`src/rtl/veer_lsu_wb_pkg.sv`:
```
// Shared types and helpers for the VeeR LSU to Wishbone data-memory bridge.
package veer_lsu_wb_pkg;

    typedef enum logic [1:0] {
        IDLE,
        BUS,
        RESP
    } bridge_state_e;

    typedef struct packed {
        logic        we;
        logic [31:0] addr;
        logic [31:0] wdata;
        logic [3:0]  be;
    } lsu_req_t;

    localparam logic [3:0] SEL_FULL = 4'hF;

    function automatic logic [3:0] req_sel(lsu_req_t req);
        return req.we ? req.be : SEL_FULL;
    endfunction

    // A store with no enabled bytes has nothing to put on the bus.
    function automatic logic req_skip(lsu_req_t req);
        return req.we && (req.be == 4'b0000);
    endfunction

endpackage

```
`src/rtl/veer_lsu_wb_watchdog.sv`:
```
// Saturating bus-cycle watchdog; expired_o flags the last permitted BUS cycle.
module veer_lsu_wb_watchdog #(
    parameter int unsigned TIMEOUT_CYCLES = 1024
) (
    input  logic clk,
    input  logic rst,
    input  logic clr_i,
    input  logic en_i,
    output logic expired_o
);

    localparam int unsigned CntW = $clog2(TIMEOUT_CYCLES);
    localparam logic [CntW-1:0] CntLast = CntW'(TIMEOUT_CYCLES - 1);

    logic [CntW-1:0] cnt_q;

    always_ff @(posedge clk or posedge rst) begin
        if (rst) begin
            cnt_q <= '0;
        end else if (clr_i) begin
            cnt_q <= '0;
        end else if (en_i && (cnt_q != CntLast)) begin
            cnt_q <= cnt_q + 1'b1;
        end
    end

    assign expired_o = en_i && (cnt_q == CntLast);

endmodule

```
`src/rtl/veer_lsu_wb_bridge.sv`:
```
// VeeR LSU request port to Wishbone classic data-memory adapter with a one-entry
// pending buffer, in-order single-cycle responses and a bus watchdog.
module veer_lsu_wb_bridge
    import veer_lsu_wb_pkg::*;
#(
    parameter int unsigned TIMEOUT_CYCLES = 1024
) (
    input  logic        clk,
    input  logic        rst,
    input  logic        lsu_req_i,
    output logic        lsu_gnt_o,
    input  logic        lsu_we_i,
    input  logic [31:0] lsu_addr_i,
    input  logic [31:0] lsu_wdata_i,
    input  logic [3:0]  lsu_be_i,
    output logic        lsu_rvalid_o,
    output logic [31:0] lsu_rdata_o,
    output logic        lsu_err_o,
    output logic        data_mem_cyc_o,
    output logic        data_mem_stb_o,
    output logic        data_mem_we_o,
    output logic [31:0] data_mem_addr_o,
    output logic [31:0] data_mem_data_o,
    output logic [3:0]  data_mem_sel_o,
    input  logic [31:0] data_mem_data_i,
    input  logic        data_mem_ack_i,
    input  logic        data_mem_err_i
);

    bridge_state_e state_q;
    lsu_req_t      req_in, pend_q, pick, load_src;
    logic          pend_valid_q, stage_q;
    logic          accept, use_stage, use_pend, launch, pick_skip;
    logic          pend_load, bus_done, load_cur, expired;

    assign lsu_gnt_o = !rst && !pend_valid_q;

    veer_lsu_wb_watchdog #(
        .TIMEOUT_CYCLES(TIMEOUT_CYCLES)
    ) u_watchdog (
        .clk      (clk),
        .rst      (rst),
        .clr_i    (state_q != BUS),
        .en_i     (state_q == BUS),
        .expired_o(expired)
    );

    // stage_q: the bus registers already hold the pending request, moved there
    // on BUS exit so the pending slot (and gnt) frees up during RESP.
    always_comb begin
        req_in    = '{we: lsu_we_i, addr: lsu_addr_i, wdata: lsu_wdata_i, be: lsu_be_i};
        accept    = lsu_req_i && lsu_gnt_o;
        use_stage = (state_q == RESP) && stage_q;
        use_pend  = (state_q == RESP) && !stage_q && pend_valid_q;
        pick      = use_pend ? pend_q : req_in;
        launch    = (state_q != BUS) && (use_stage || use_pend || accept);
        pick_skip = use_stage ? (data_mem_we_o && (data_mem_sel_o == 4'b0000))
                              : req_skip(pick);
        pend_load = accept && ((state_q == BUS) || use_stage);
        bus_done  = (state_q == BUS) && (data_mem_ack_i || data_mem_err_i || expired);
        load_src  = (state_q == BUS) ? pend_q : pick;
        load_cur  = bus_done ? pend_valid_q : (launch && !use_stage);
    end

    always_ff @(posedge clk or posedge rst) begin
        if (rst) begin
            state_q         <= IDLE;
            pend_q          <= '0;
            pend_valid_q    <= 1'b0;
            stage_q         <= 1'b0;
            data_mem_cyc_o  <= 1'b0;
            data_mem_stb_o  <= 1'b0;
            data_mem_we_o   <= 1'b0;
            data_mem_addr_o <= '0;
            data_mem_data_o <= '0;
            data_mem_sel_o  <= '0;
            lsu_rvalid_o    <= 1'b0;
            lsu_rdata_o     <= '0;
            lsu_err_o       <= 1'b0;
        end else begin
            lsu_rvalid_o <= 1'b0;
            lsu_rdata_o  <= '0;
            lsu_err_o    <= 1'b0;

            if (pend_load) begin
                pend_q       <= req_in;
                pend_valid_q <= 1'b1;
            end

            if (load_cur) begin
                data_mem_we_o   <= load_src.we;
                data_mem_addr_o <= load_src.addr & 32'hFFFF_FFFC;
                data_mem_data_o <= load_src.wdata;
                data_mem_sel_o  <= req_sel(load_src);
            end

            unique case (state_q)
                BUS: begin
                    if (bus_done) begin
                        data_mem_cyc_o <= 1'b0;
                        data_mem_stb_o <= 1'b0;
                        lsu_rvalid_o   <= 1'b1;
                        state_q        <= RESP;
                        stage_q        <= pend_valid_q;
                        if (pend_valid_q) begin
                            pend_valid_q <= 1'b0;
                        end
                        // Error beats ack; a bare expiry is also an error.
                        if (data_mem_err_i || !data_mem_ack_i) begin
                            lsu_err_o <= 1'b1;
                        end else if (!data_mem_we_o) begin
                            lsu_rdata_o <= data_mem_data_i;
                        end
                    end
                end
                default: begin
                    stage_q <= 1'b0;
                    if (use_pend) begin
                        pend_valid_q <= 1'b0;
                    end
                    if (!launch) begin
                        state_q <= IDLE;
                    end else if (pick_skip) begin
                        state_q      <= RESP;
                        lsu_rvalid_o <= 1'b1;
                    end else begin
                        state_q        <= BUS;
                        data_mem_cyc_o <= 1'b1;
                        data_mem_stb_o <= 1'b1;
                    end
                end
            endcase
        end
    end

endmodule

```
`config.mk`:
```
export PLATFORM = sky130hd
export DESIGN_NAME = veer_lsu_wb_bridge
export DESIGN_NICKNAME = d
export VERILOG_FILES = /design/src/rtl/veer_lsu_wb_pkg.sv /design/src/rtl/veer_lsu_wb_watchdog.sv /design/src/rtl/veer_lsu_wb_bridge.sv
export SDC_FILE = /design/constraint.sdc
export NUM_CORES = 1
export LEC_CHECK = 0
export ABC_CLOCK_PERIOD_IN_PS = 13700
export BUFFER_PORTS_ARGS = -buffer_cell sky130_fd_sc_hd__buf_4
export CAP_MARGIN = 20
export CORE_MARGIN = 2
export CORE_UTILIZATION = 57
export CTS_CLUSTER_DIAMETER = 30
export CTS_CLUSTER_SIZE = 30
export DETAILED_ROUTE_END_ITERATION = 7
export GPL_ROUTABILITY_DRIVEN = 0
export GPL_TIMING_DRIVEN = 0
export PLACE_DENSITY = 0.85
export SYNTH_ARGS = -nofsm -noshare
export SYNTH_HDL_FRONTEND = slang
export SYNTH_HIERARCHICAL = 1
export SYNTH_SLANG_ARGS = --single-unit
```
`constraint.sdc`:
```
create_clock -name clk -period 13.7 [get_ports clk]
set_input_delay 2.055 -clock clk [delete_from_list [all_inputs] [get_ports clk]]
set_output_delay 2.055 -clock clk [all_outputs]
set_load 0.05 [all_outputs]
```
==> run_results.csv <==
group,metric,value,unit
status,status,"finished clean",
power_and_ir_drop,pwr-share-comb,0.451,
cts,cts_buffer_depth,2,
sta,fin_worst_skew,0.00835,ns
critical_path,crit_end,"lsu_gnt_o",
power_and_ir_drop,p_leak,5.22,nW
power_and_ir_drop,clockPowerShare,0.221,
die,die-area,15200,um^2
route,antenna_left,0,
critical_path,reg2reg_slack,10.67,ns
layout,fin_nets,878,
die,rows,43,
yosys,ys_types,51,
critical_path,reg2reg_from,"u_watchdog/cnt_q[2]",
yosys,ys_async_sr_fraction,1.00,
cts,cts_setup_buffers,0,
cts,path_clk_slew,0.06,ns
sta,timing.fmax,215,MHz
global_routing,grt_pass1_vias,5738,
layout,multiInputGateArea,3270,um^2
power_and_ir_drop,vdd_drop_max,0.120,mV
yosys,yosys_warnings,6,
layout,drive_above_1_share,0.594,
power_and_ir_drop,seqPwrFrac,0.328,
critical_path,crit_start,"rst",
layout,fin_area,10600,um^2
die,die_w,123,um
route,vias,5185,
cts,clkSinkCount,183,
yosys,yosysTopAreaCellShare,0.566,
cts,hold_buffers,0,
yosys,syn_inst,543,
layout,synthToLayoutAreaGrowth,31.4,%
global_routing,antenna_found_initial,0,
die,die_y,123,um
route,routed_wirelength,18400,um
route,drc,0,
global_routing,grt_first_pass_wirelength,29300,um
place,place_hpwl,13200,um
yosys,synthTopCellsByArea,"dfrtp_1 57%, mux2_2 17%, mux2_4 12%",
cts,cts_inserted_buffers,17,
route,dr.first_iter.drc_count,361,
yosys,yosysMostFrequentCell,"dfrtp_1",
critical_path,cp-end-kind,"primary output",
run,max_cap_viol_count,0,
die,core_area,13900,um^2
power_and_ir_drop,pwr_density_cell,253,nW/um^2
sta,rsz0062_at_grt,"false",
layout,ff_latch_area,4580,um^2
sta,post-route-period-util,0.339,
critical_path,cp_data_arrival_time,2.59,ns
place,post_dp_cell_area,9900,um^2
yosys,synth_top_cell_by_area,"dfrtp_1",
sta,tightest_slew,0.576,ns
sta,drv_slew,0,
yosys,synth_edf_count,0,
sta,setup_violations,0,
layout,diodes,0,
cts,insertion_delay,0.43,ns
yosys,syn_area_per_cell,14.9,um^2
yosys,synthTopCellsByCount,"183 x dfrtp_1, 125 x mux2_2, 66 x mux2_4",
yosys,synth_seq_cells,183,
power_and_ir_drop,power_switching,1.01,mW
place,place_inst,932,
route,viasPerCell,5.38,
global_routing,grt_max_degree,115,
cts,cts_root_buf,"clkbuf_16",
die,io_pins,212,
yosys,ys_seq_area_frac,0.566,
power_and_ir_drop,p_sw_frac,0.376,
cts,cts_resized,0,
layout,layout.cells.non_filler,963,
place,portBuffers,207,
critical_path,cp-start-kind,"input pin",
yosys,synth_ff_type,"dfrtp_1",
route,dr.pass1.iters,5,
global_routing,track_usage,0.255,
critical_path,r2r-end,"data_mem_data_o[5]",
critical_path,critPathRequiredTime,11.64,ns
cts,cts_tree,"built",
layout,fillers,835,
die,start_util,0.582,
cts,htree_levels,4,
sta,slew_headroom,0.616,
critical_path,worst-setup-path-type,"input pin to primary output",
sta,tns,0,ns
critical_path,path_max_fanout,5,
sta,period_needed,4.65,ns
min_path,worst_hold_path_type,"flip-flop to flip-flop",
sta,hold_viol,0,
route,wl_per_cell,19.1,um
power_and_ir_drop,p_int,1.68,mW
global_routing,grt.overflow.total,0,
yosys,netlist_area,8080,um^2
critical_path,worstRegToRegCells,11,
[per-stage QoR]
| stage | hold WS, ns | setup slack (ns) | power, mW | utilization |
|---|---|---|---|---|
| 4_1_cts | 0.509 | 9.06 | 2.71 | 0.766 |
| 3_3_place_gp | 0.485 | 5.31 | 2.05 | 0.711 |
| 2_1_floorplan | 0.476 | 6.96 | 1.76 | - |
| 5_1_grt | 0.518 | 9.00 | 2.80 | 0.766 |
| 3_5_place_dp | 0.494 | 9.06 | 2.10 | 0.713 |
| 6_report | 0.505 | 9.05 | 2.69 | 0.766 |
[how the worst min path moves through the flow]
stage | from | endpoint | slack (ns) | depth (start not counted)
floorplan | u_watchdog/cnt_q[8] | u_watchdog/cnt_q[8] | 0.48 | 1
global placement | pend_q[50] | pend_q[50] | 0.48 | 1
detailed placement | pend_q[64] | pend_q[64] | 0.49 | 1
CTS | pend_q[64] | pend_q[64] | 0.51 | 1
global route | pend_q[64] | pend_q[64] | 0.52 | 1
finish | pend_q[64] | pend_q[64] | 0.50 | 1
[cell families (layout without fill, tap and decap cells)]
group | count (synthesis) | after routing | share of synthesized area
simple gates | 87 | 87 | 0.0658
compound gates | 30 | 30 | 0.0263
other cells | 1 | 2 | 0.000464
xor+xnor | 3 | 3 | 0.00325
mux | 199 | 199 | 0.307
fa+ha+maj | 1 | 1 | 0.00155
buf+inv | 39 | 278 | 0.0296
flops | 183 | 183 | 0.566
[cell usage in the layout (no fill, tap or decap), types with 5 or more instances in the layout]
master     Yosys  routed
nand2_1        7       7
dfrtp_1      183     183
mux2_4        66      66
mux2_2       125     125
buf_4          9     216
clkbuf_16      0      17
mux2i_1        8       8
nand3_1        5       5
and2_1        33      33
buf_2         11      11
buf_6          6       6
a2bb2oi_1      5       5
bufinv_16      0       8
clkbuf_1       7       7
nor2_1        10      10
[power groups by stage]
stage	clock network (mW)	logic (mW)	registers, mW
floorplan	0	0.527	1.23
global placement	0	1.18	0.866
detailed placement	0	1.22	0.883
CTS	0.600	1.23	0.880
global route	0.622	1.27	0.904
finish	0.593	1.21	0.880
[registers in the layout (all words and copies together) (netlist names)]
register          count
lsu_err_o             1
state_q               2
data_mem_stb_o        1
stage_q               1
data_mem_we_o         1
lsu_rvalid_o          1
pend_valid_q          1
u_watchdog/cnt_q     10
data_mem_data_o      32
lsu_rdata_o          32
data_mem_addr_o      30
data_mem_sel_o        4
pend_q               67
[cell type report]
cell class | instances | area share
Sequential cell | 183 | 0.431
Multi-Input combinational cell | 322 | 0.308
Timing Repair Buffer | 208 | 0.149
Clock buffer | 19 | 0.0426
Clock inverter | 12 | 0.0256
Tap cell | 180 | 0.0212
Buffer | 33 | 0.0204
Inverter | 6 | 0.00283
[critical path, stage by stage]
cell and delay, ns:
buf_4 0.15, nor2_1 0.13, buf_4 0.24
[metal layers]
layer	global-route usage	wire [um]	vias to the layer above
met2	0.445	9390	194
met5	0	0	-
li1	-	-	2377
met4	0.0902	290	0
met3	0.0849	1470	24
met1	0.293	7260	2590
(Power assumes the default switching activity.)
